<file path="src/rtl/xs3_serial_decoder.sv">
// xs3_serial_decoder: bit-serial Excess-3 to BCD decoder with a borrow FSM, illegal-code
// flagging and a saturating error-frame counter.
module xs3_serial_decoder #(
  parameter int OFFSET   = 3,
  parameter int MAX_CODE = 12,
  parameter int ERRW     = 8
) (
  input  logic            clk,
  input  logic            rst_n,
  input  logic            x_i,
  input  logic            x_valid_i,
  input  logic            start_i,
  output logic            s_o,
  output logic            s_valid_o,
  output logic [3:0]      d_o,
  output logic            d_valid_o,
  output logic            err_o,
  output logic [ERRW-1:0] err_cnt_o
);
  // encoding is {bit index, borrow}; bit 0 never carries a borrow
  typedef enum logic [2:0] {
    BIT0   = 3'b000,
    BIT1   = 3'b010,
    BIT1_B = 3'b011,
    BIT2   = 3'b100,
    BIT2_B = 3'b101,
    BIT3   = 3'b110,
    BIT3_B = 3'b111
  } state_e;
  localparam logic [3:0] OFF  = 4'(OFFSET);
  localparam logic [3:0] MAXC = 4'(MAX_CODE);
  state_e          state_q, state_d;
  logic [2:0]      shift_q, shift_d, res_q, res_d;
  logic            s_q, s_d, sv_q, sv_d, dv_q, dv_d, err_q, err_d;
  logic [3:0]      d_q, d_d;
  logic [ERRW-1:0] cnt_q, cnt_d;
  logic [1:0]      idx;
  logic            bin, k, s, bout, illegal;
  logic [3:0]      code;
  always_comb begin
    idx     = start_i ? 2'd0 : state_q[2:1];
    bin     = start_i ? 1'b0 : state_q[0];
    k       = OFF[idx];
    s       = x_i ^ k ^ bin;
    bout    = (~x_i & (k | bin)) | (k & bin);
    code    = {x_i, shift_q};
    // at bit 3 the offset bit is 0, so a surviving borrow means code < OFFSET
    illegal = bout || (code > MAXC);
    state_d = state_q;
    shift_d = shift_q;
    res_d   = res_q;
    s_d     = s_q;
    sv_d    = x_valid_i;
    d_d     = d_q;
    dv_d    = 1'b0;
    err_d   = err_q;
    cnt_d   = cnt_q;
    if (x_valid_i) begin
      s_d     = s;
      state_d = state_e'({idx + 2'd1, bout & (idx != 2'd3)});
      dv_d    = (idx == 2'd3);
      if (idx != 2'd3) begin
        shift_d[idx] = x_i;
        res_d[idx]   = s;
      end else begin
        d_d   = illegal ? 4'd0 : {s, res_q};
        err_d = illegal;
        cnt_d = (illegal && cnt_q != '1) ? cnt_q + ERRW'(1) : cnt_q;
      end
    end
  end
  always_ff @(posedge clk or negedge rst_n) begin
    if (!rst_n) begin
      state_q <= BIT0;
      shift_q <= '0;
      res_q   <= '0;
      s_q     <= 1'b0;
      sv_q    <= 1'b0;
      d_q     <= '0;
      dv_q    <= 1'b0;
      err_q   <= 1'b0;
      cnt_q   <= '0;
    end else begin
      state_q <= state_d;
      shift_q <= shift_d;
      res_q   <= res_d;
      s_q     <= s_d;
      sv_q    <= sv_d;
      d_q     <= d_d;
      dv_q    <= dv_d;
      err_q   <= err_d;
      cnt_q   <= cnt_d;
    end
  end
  assign s_o       = s_q;
  assign s_valid_o = sv_q;
  assign d_o       = d_q;
  assign d_valid_o = dv_q;
  assign err_o     = err_q;
  assign err_cnt_o = cnt_q;
endmodule

</file>
<file path="config.mk">
export PLATFORM = sky130hd
export DESIGN_NAME = xs3_serial_decoder
export DESIGN_NICKNAME = d
export VERILOG_FILES = /design/src/rtl/xs3_serial_decoder.sv
export SDC_FILE = /design/constraint.sdc
export NUM_CORES = 1
export LEC_CHECK = 0
export CAP_MARGIN = 0
export CELL_PAD_IN_SITES_DETAIL_PLACEMENT = 1
export CELL_PAD_IN_SITES_GLOBAL_PLACEMENT = 1
export CORE_ASPECT_RATIO = 0.9
export CORE_MARGIN = 2
export CORE_UTILIZATION = 39
export CTS_CLUSTER_DIAMETER = 150
export DETAILED_ROUTE_END_ITERATION = 10
export PLACE_DENSITY = 0.73
export RECOVER_POWER = 100
export SLEW_MARGIN = 20
export SYNTH_ARGS = -nofsm -noshare
export SYNTH_HDL_FRONTEND = slang
export SYNTH_SLANG_ARGS = --single-unit
</file>
<file path="constraint.sdc">
create_clock -name clk -period 2.2 [get_ports clk]
set_clock_uncertainty 0.1 [all_clocks]
set_input_delay 0.44 -clock clk [delete_from_list [all_inputs] [get_ports clk]]
set_output_delay 0.44 -clock clk [all_outputs]
set_load 0.02 [all_outputs]
</file>
; ---- Word-level counts from Yosys, hierarchy flattened
; Index checks and enable logic that the tools add are counted.
; W data, S select, Z words.
[totals]
latchBits = 0
mem_bits_ro = 0
memories = 0
output_inout_bits = 16
in_bits = 5
ramBits = 0
word_cells = 42
regBits = 25
[classes]
n_div = 0
reduce_logical = 6
mux = 10
bitwise = 9
n_eq_ne = 3
add_sub_neg = 2
n_shift = 0
mul = 0
order_cmp = 3
[op_table]
columns = operator, count
row1 = $add A8 B1 Y8 const B, 1
row2 = $ne A8 B8 Y1 const B, 1
row3 = $bwmux W3, 2
row4 = $gt A4 B4 Y1 const B, 1
row5 = $mux W1, 4
row6 = $mux W4, 1
row7 = $reduce_and A2 Y1, 2
row8 = $and A1 B1 Y1, 3
row9 = $lt A2 B3 Y1 const B, 1
row10 = $reduce_and A3 Y1, 1
row11 = $add A2 B1 Y2 const B, 1
row12 = $bmux W1 S2, 1
row13 = $demux W1 S2, 1
row14 = $eq A2 B2 Y1 const B, 1
row15 = $ge A2 B1 Y1 const B, 1
row16 = $logic_and A1 B1 Y1, 2
row17 = $mux W2, 1
row18 = $ne A2 B2 Y1 const B, 1
row19 = $not A1 Y1, 2
row20 = $or A1 B1 Y1, 2
row21 = $xor A1 B1 Y1, 2
row22 = $logic_or A1 B1 Y1, 1

; ---- Logic depth before layout (Yosys ltp)
[logic_depth]
depth_word = 9
ltp_mapped = 8

; ---- Least setup slack after synthesis
; No wires, ideal clock.
[synth_path]
path_kind = input to register
startpoint = input port start_i
endpoint = register cnt_q[6] (netlist: err_cnt_o[6])
setup_slack_ns = 0.255
arrival_ns = 1.720
path_buffers = 0
path_stages = 7
setup_ns = 0.125
cell_sequence = nand2b_1 inv_1 ha_1 nand2_4 a21o_4 nor3_1 mux2_2
[synth_via]
elab_chain_len = 9
elab_cells_between_ends = 13
classes_between = 1 x eq/ne / 4 x mux / 5 x bitwise / 3 x reduce/logical
[synth_rtl]
columns = item, line_no
row1 = from (decl), 12  ; input logic start_i,
row2 = $mux W2, 41  ; idx = start_i ? 2'd0 : state_q[2:1];
row3 = $bmux W1 S2, 43  ; k = OFF[idx];
row4 = $mux W1 (implied by the code), 43
row5 = $or A1 B1 Y1, 45  ; bout = (~x_i & (k | bin)) | (k & bin);
row6 = $and A1 B1 Y1, 45
row7 = $or A1 B1 Y1, 45
row8 = $logic_or A1 B1 Y1, 48  ; illegal = bout || (code > MAXC);
row9 = $logic_and A1 B1 Y1, 68  ; cnt_d = (illegal && cnt_q != '1) ? cnt_q + ERRW'(1) : cnt_q;
row10 = $reduce_and A3 Y1 (no line) (*), -
row11 = to (signal assigned), 92  ; cnt_q <= cnt_d;
row12 = to (decl), 36  ; logic [ERRW-1:0] cnt_q, cnt_d;
; Every way passes the cells marked *; elsewhere a longest branch is shown, timed or not. The select of a mux whose other input is x is not followed.
; A chain may end at the register's enable or synchronous reset.

; ---- Worst setup path in the final report
[layout_path]
startpoint = input port start_i
endpoint = register cnt_q[0] (netlist: err_cnt_o[0])
; Same word-level chain as after synthesis.

==> flow_summary_export.csv <==
group,metric,value,unit
cells_and_area,stdcell_area,0.00147,mm²
synth,synthCells,106,
setup_path,path_cells,"clkdlybuf4s50_1, nor2_2, inv_1, fa_1, inv_1, a21o_4, nor2_1, clkbuf_4, xor2_1",
global_route,antenna_found_initial,0,
cells_and_area,nNetsFinal,151,
drt,viasPerCell,4.85,
sta,timing.hold.ws,383,ps
synth,synth.distinct_cells,23,
drt,ant_nets,0,
clock_network,htree_num_levels,1,
place,dp_hpwl,1800,µm
cells_and_area,final_cell_mix,"dfrtp_1, nand2_1, dlygate4sd3_1, o21ai_0, inv_1",
status,status,"finished, final reports clean",
die,die-area,0.00333,mm²
cells_and_area,instances_no_fill,179,
drt,dr.pass1.iters,4,
setup_path,cp.arrival,2190,ps
global_route,grt_max_degree,26,
synth,synth-seq-area-share,55.7,%
power,p_leak,0.738,nW
place,dp.cells,175,
synth,yosys_warnings,0,
global_route,grt.overflow.total,0,
power,max-vdd-ir-drop,0.407,mV
cells_and_area,multiInputGateArea,468,µm²
setup_path,slowest_delay,450,ps
clock_network,cts_made_buffers,3,
sta,finalCritPeriodShare,94.2,%
clock_network,insertion_delay,330,ps
cells_and_area,num-fill-cells,327,
hold_path,hold_path_class,"reg -> reg",
sta,finalCriticalPeriod,2070,ps
clock_network,cts_tree,"done",
synth,avgSynthCellArea,10.6,µm²
die,fp.dieW,60.6,µm
setup_path,worst-setup-path-type,"in -> reg",
setup_path,cp-end-kind,"flop",
clock_network,ctsHoldBuffers,0,
job,max_cap_viol_count,0,
cells_and_area,drive_gt1_share,13.7,%
sta,worst_slew_pin_slew,1330,ps
cells_and_area,fin_util,53.3,%
sta,drv_slew,0,
cells_and_area,area_growth,30.4,%
drt,drcViolationCount,0,
place,io_buffers,20,
place,place_area,0.00144,mm²
die,ios,21,
setup_path,critPathRequiredTime,2320,ps
clock_network,root_buffer,"clkbuf_4",
sta,hold_violations,0,
clock_network,cts_num_sinks,25,
die,die_h,54.9,µm
sta,setup_viol,0,
global_route,grt_pass1_wl,3970,µm
die,rows,18,
setup_path,rr_worst_depth,9,
drt,drt_wl_total,2260,µm
setup_path,crit_top_cell,"inv_1",
setup_path,critPathMaxFanout,7,
setup_path,path_delay_family,"buffers and inverters",
drt,drtIter0Drc,8,
sta,slew_headroom,11.3,%
global_route,grt_usage,16.6,%
die,core,0.00275,mm²
sta,rsz0062_at_grt,"no",
cells_and_area,n_antenna_cell,0,
place,place.gp.congestion,0.708,
cells_and_area,regArea,626,µm²
die,initial_utilization,40.9,%
setup_path,critPathSlowestCell,"clkdlybuf4s50_1",
cells_and_area,layout_commonest_cell,"dfrtp_1",
sta,timing.fmax,483,MHz
synth,synthesis.nets,117,
setup_path,startpoint_type,"input port",
synth,syn-cell-area,0.00112,mm²
drt,wl_per_cell,12.6,µm
synth,synth-seq-cells,25,
clock_network,cts_setup_buffers,0,
setup_path,critPathBufInv,4,
clock_network,clk_pin_slew,140,ps
setup_path,critical_path_cell_count,9,
hold_path,hold_path_depth,2,
clock_network,clockBufferDepth,2,
global_route,grt_pass1_vias,886,
sta,tns,0,ps
drt,vias,868,
power,powerDensity,877,mW/mm²
[cell families (layout without fill, tap and decap cells)]
| kind of cell | after synthesis | in the layout | synth area share (%) |
|---|---|---|---|
| muxes | 5 | 5 | 4.79 |
| adders and majority gates | 6 | 6 | 7.35 |
| AOI/OAI and AO/OA | 14 | 14 | 7.57 |
| buffers and inverters | 9 | 42 | 3.67 |
| DFF | 25 | 25 | 55.7 |
| xor gates and xnor gates | 5 | 5 | 3.90 |
| and+or+nand+nor | 42 | 42 | 17.0 |
[worst paths after layout]
kind | from | endpoint | slack [ps]
max | start_i | err_cnt_o[0] | 130
min | err_o | err_o | 380
max reg2reg | state_q[2] | err_cnt_o[0] | 300
min reg2reg | err_o | err_o | 380
max in group asynchronous | rst_n | err_cnt_o[2] | 410
min in group asynchronous | rst_n | d_valid_o | 810
[layer usage]
layer / vias to the layer above / GRT usage (%) / part of all wire, %
li1: 423 / - / -
met1: 427 / 20.3 / 44
met2: 16 / 29.4 / 51
met3: 2 / 4.88 / 4.8
met4: 0 / 3.26 / 0.62
met5: - / 0 / 0
[registers in the layout, summed over array words and instances, names as in the netlist]
name	count
res_q	3
d_valid_o	1
err_o	1
shift_q	3
s_o	1
d_o	4
err_cnt_o	8
s_valid_o	1
state_q	3
[cell type report]
class | instances | area share, %
Clock inverter | 1 | 0.342
Clock buffer | 3 | 1.54
Multi-Input combinational cell | 72 | 31.9
Inverter | 8 | 2.05
Sequential cell | 25 | 42.7
Tap cell | 40 | 3.42
Timing Repair Buffer | 30 | 18.0
[tightest hold or removal path, cell delays in order (launching register included)]
cell,delay (ps)
dfrtp_1,360
nand2_1,50
nand2_1,50
[timing repair]
item,in CTS,in global routing
endpoints found under the hold margin,0,0
resized for setup,0,3
setup endpoints to repair,0,3
[Yosys cell counts, drive strengths merged]
master,number,area (µm²)
ha,5,62.6
mux2,3,33.8
nand4,2,12.5
nand2,24,97.6
mux2i,2,20.0
dfrtp,25,626
a21o,1,15.0
nor3,2,10.0
o31ai,1,7.51
a21oi,1,5.00
nor3b,1,7.51
fa,1,20.0
buf,1,11.3
o211ai,1,7.51
nand2b,2,12.5
xor2,5,43.8
o21ai,10,50.1
nor4,2,12.5
nor2b,1,6.26
nor2,6,22.5
nand3,2,10.0
inv,8,30.0
[metrics by stage]
step | setup slack (ps) | total power, W
after global placement | -193 | 0.00110
after floorplan | 255 | 0.000890
after CTS | 68.5 | 0.00134
after detailed placement | -294 | 0.00112
after global routing | 20.4 | 0.00139
final | 128 | 0.00128
[power by group]
group	total [W]	internal [W]	switching, W
Sequential	0.000652	0.000581	0.0000709
Combinational	0.000424	0.000185	0.000238
Clock	0.000209	0.0000683	0.000141
Power figures use the tool's default switching activity.
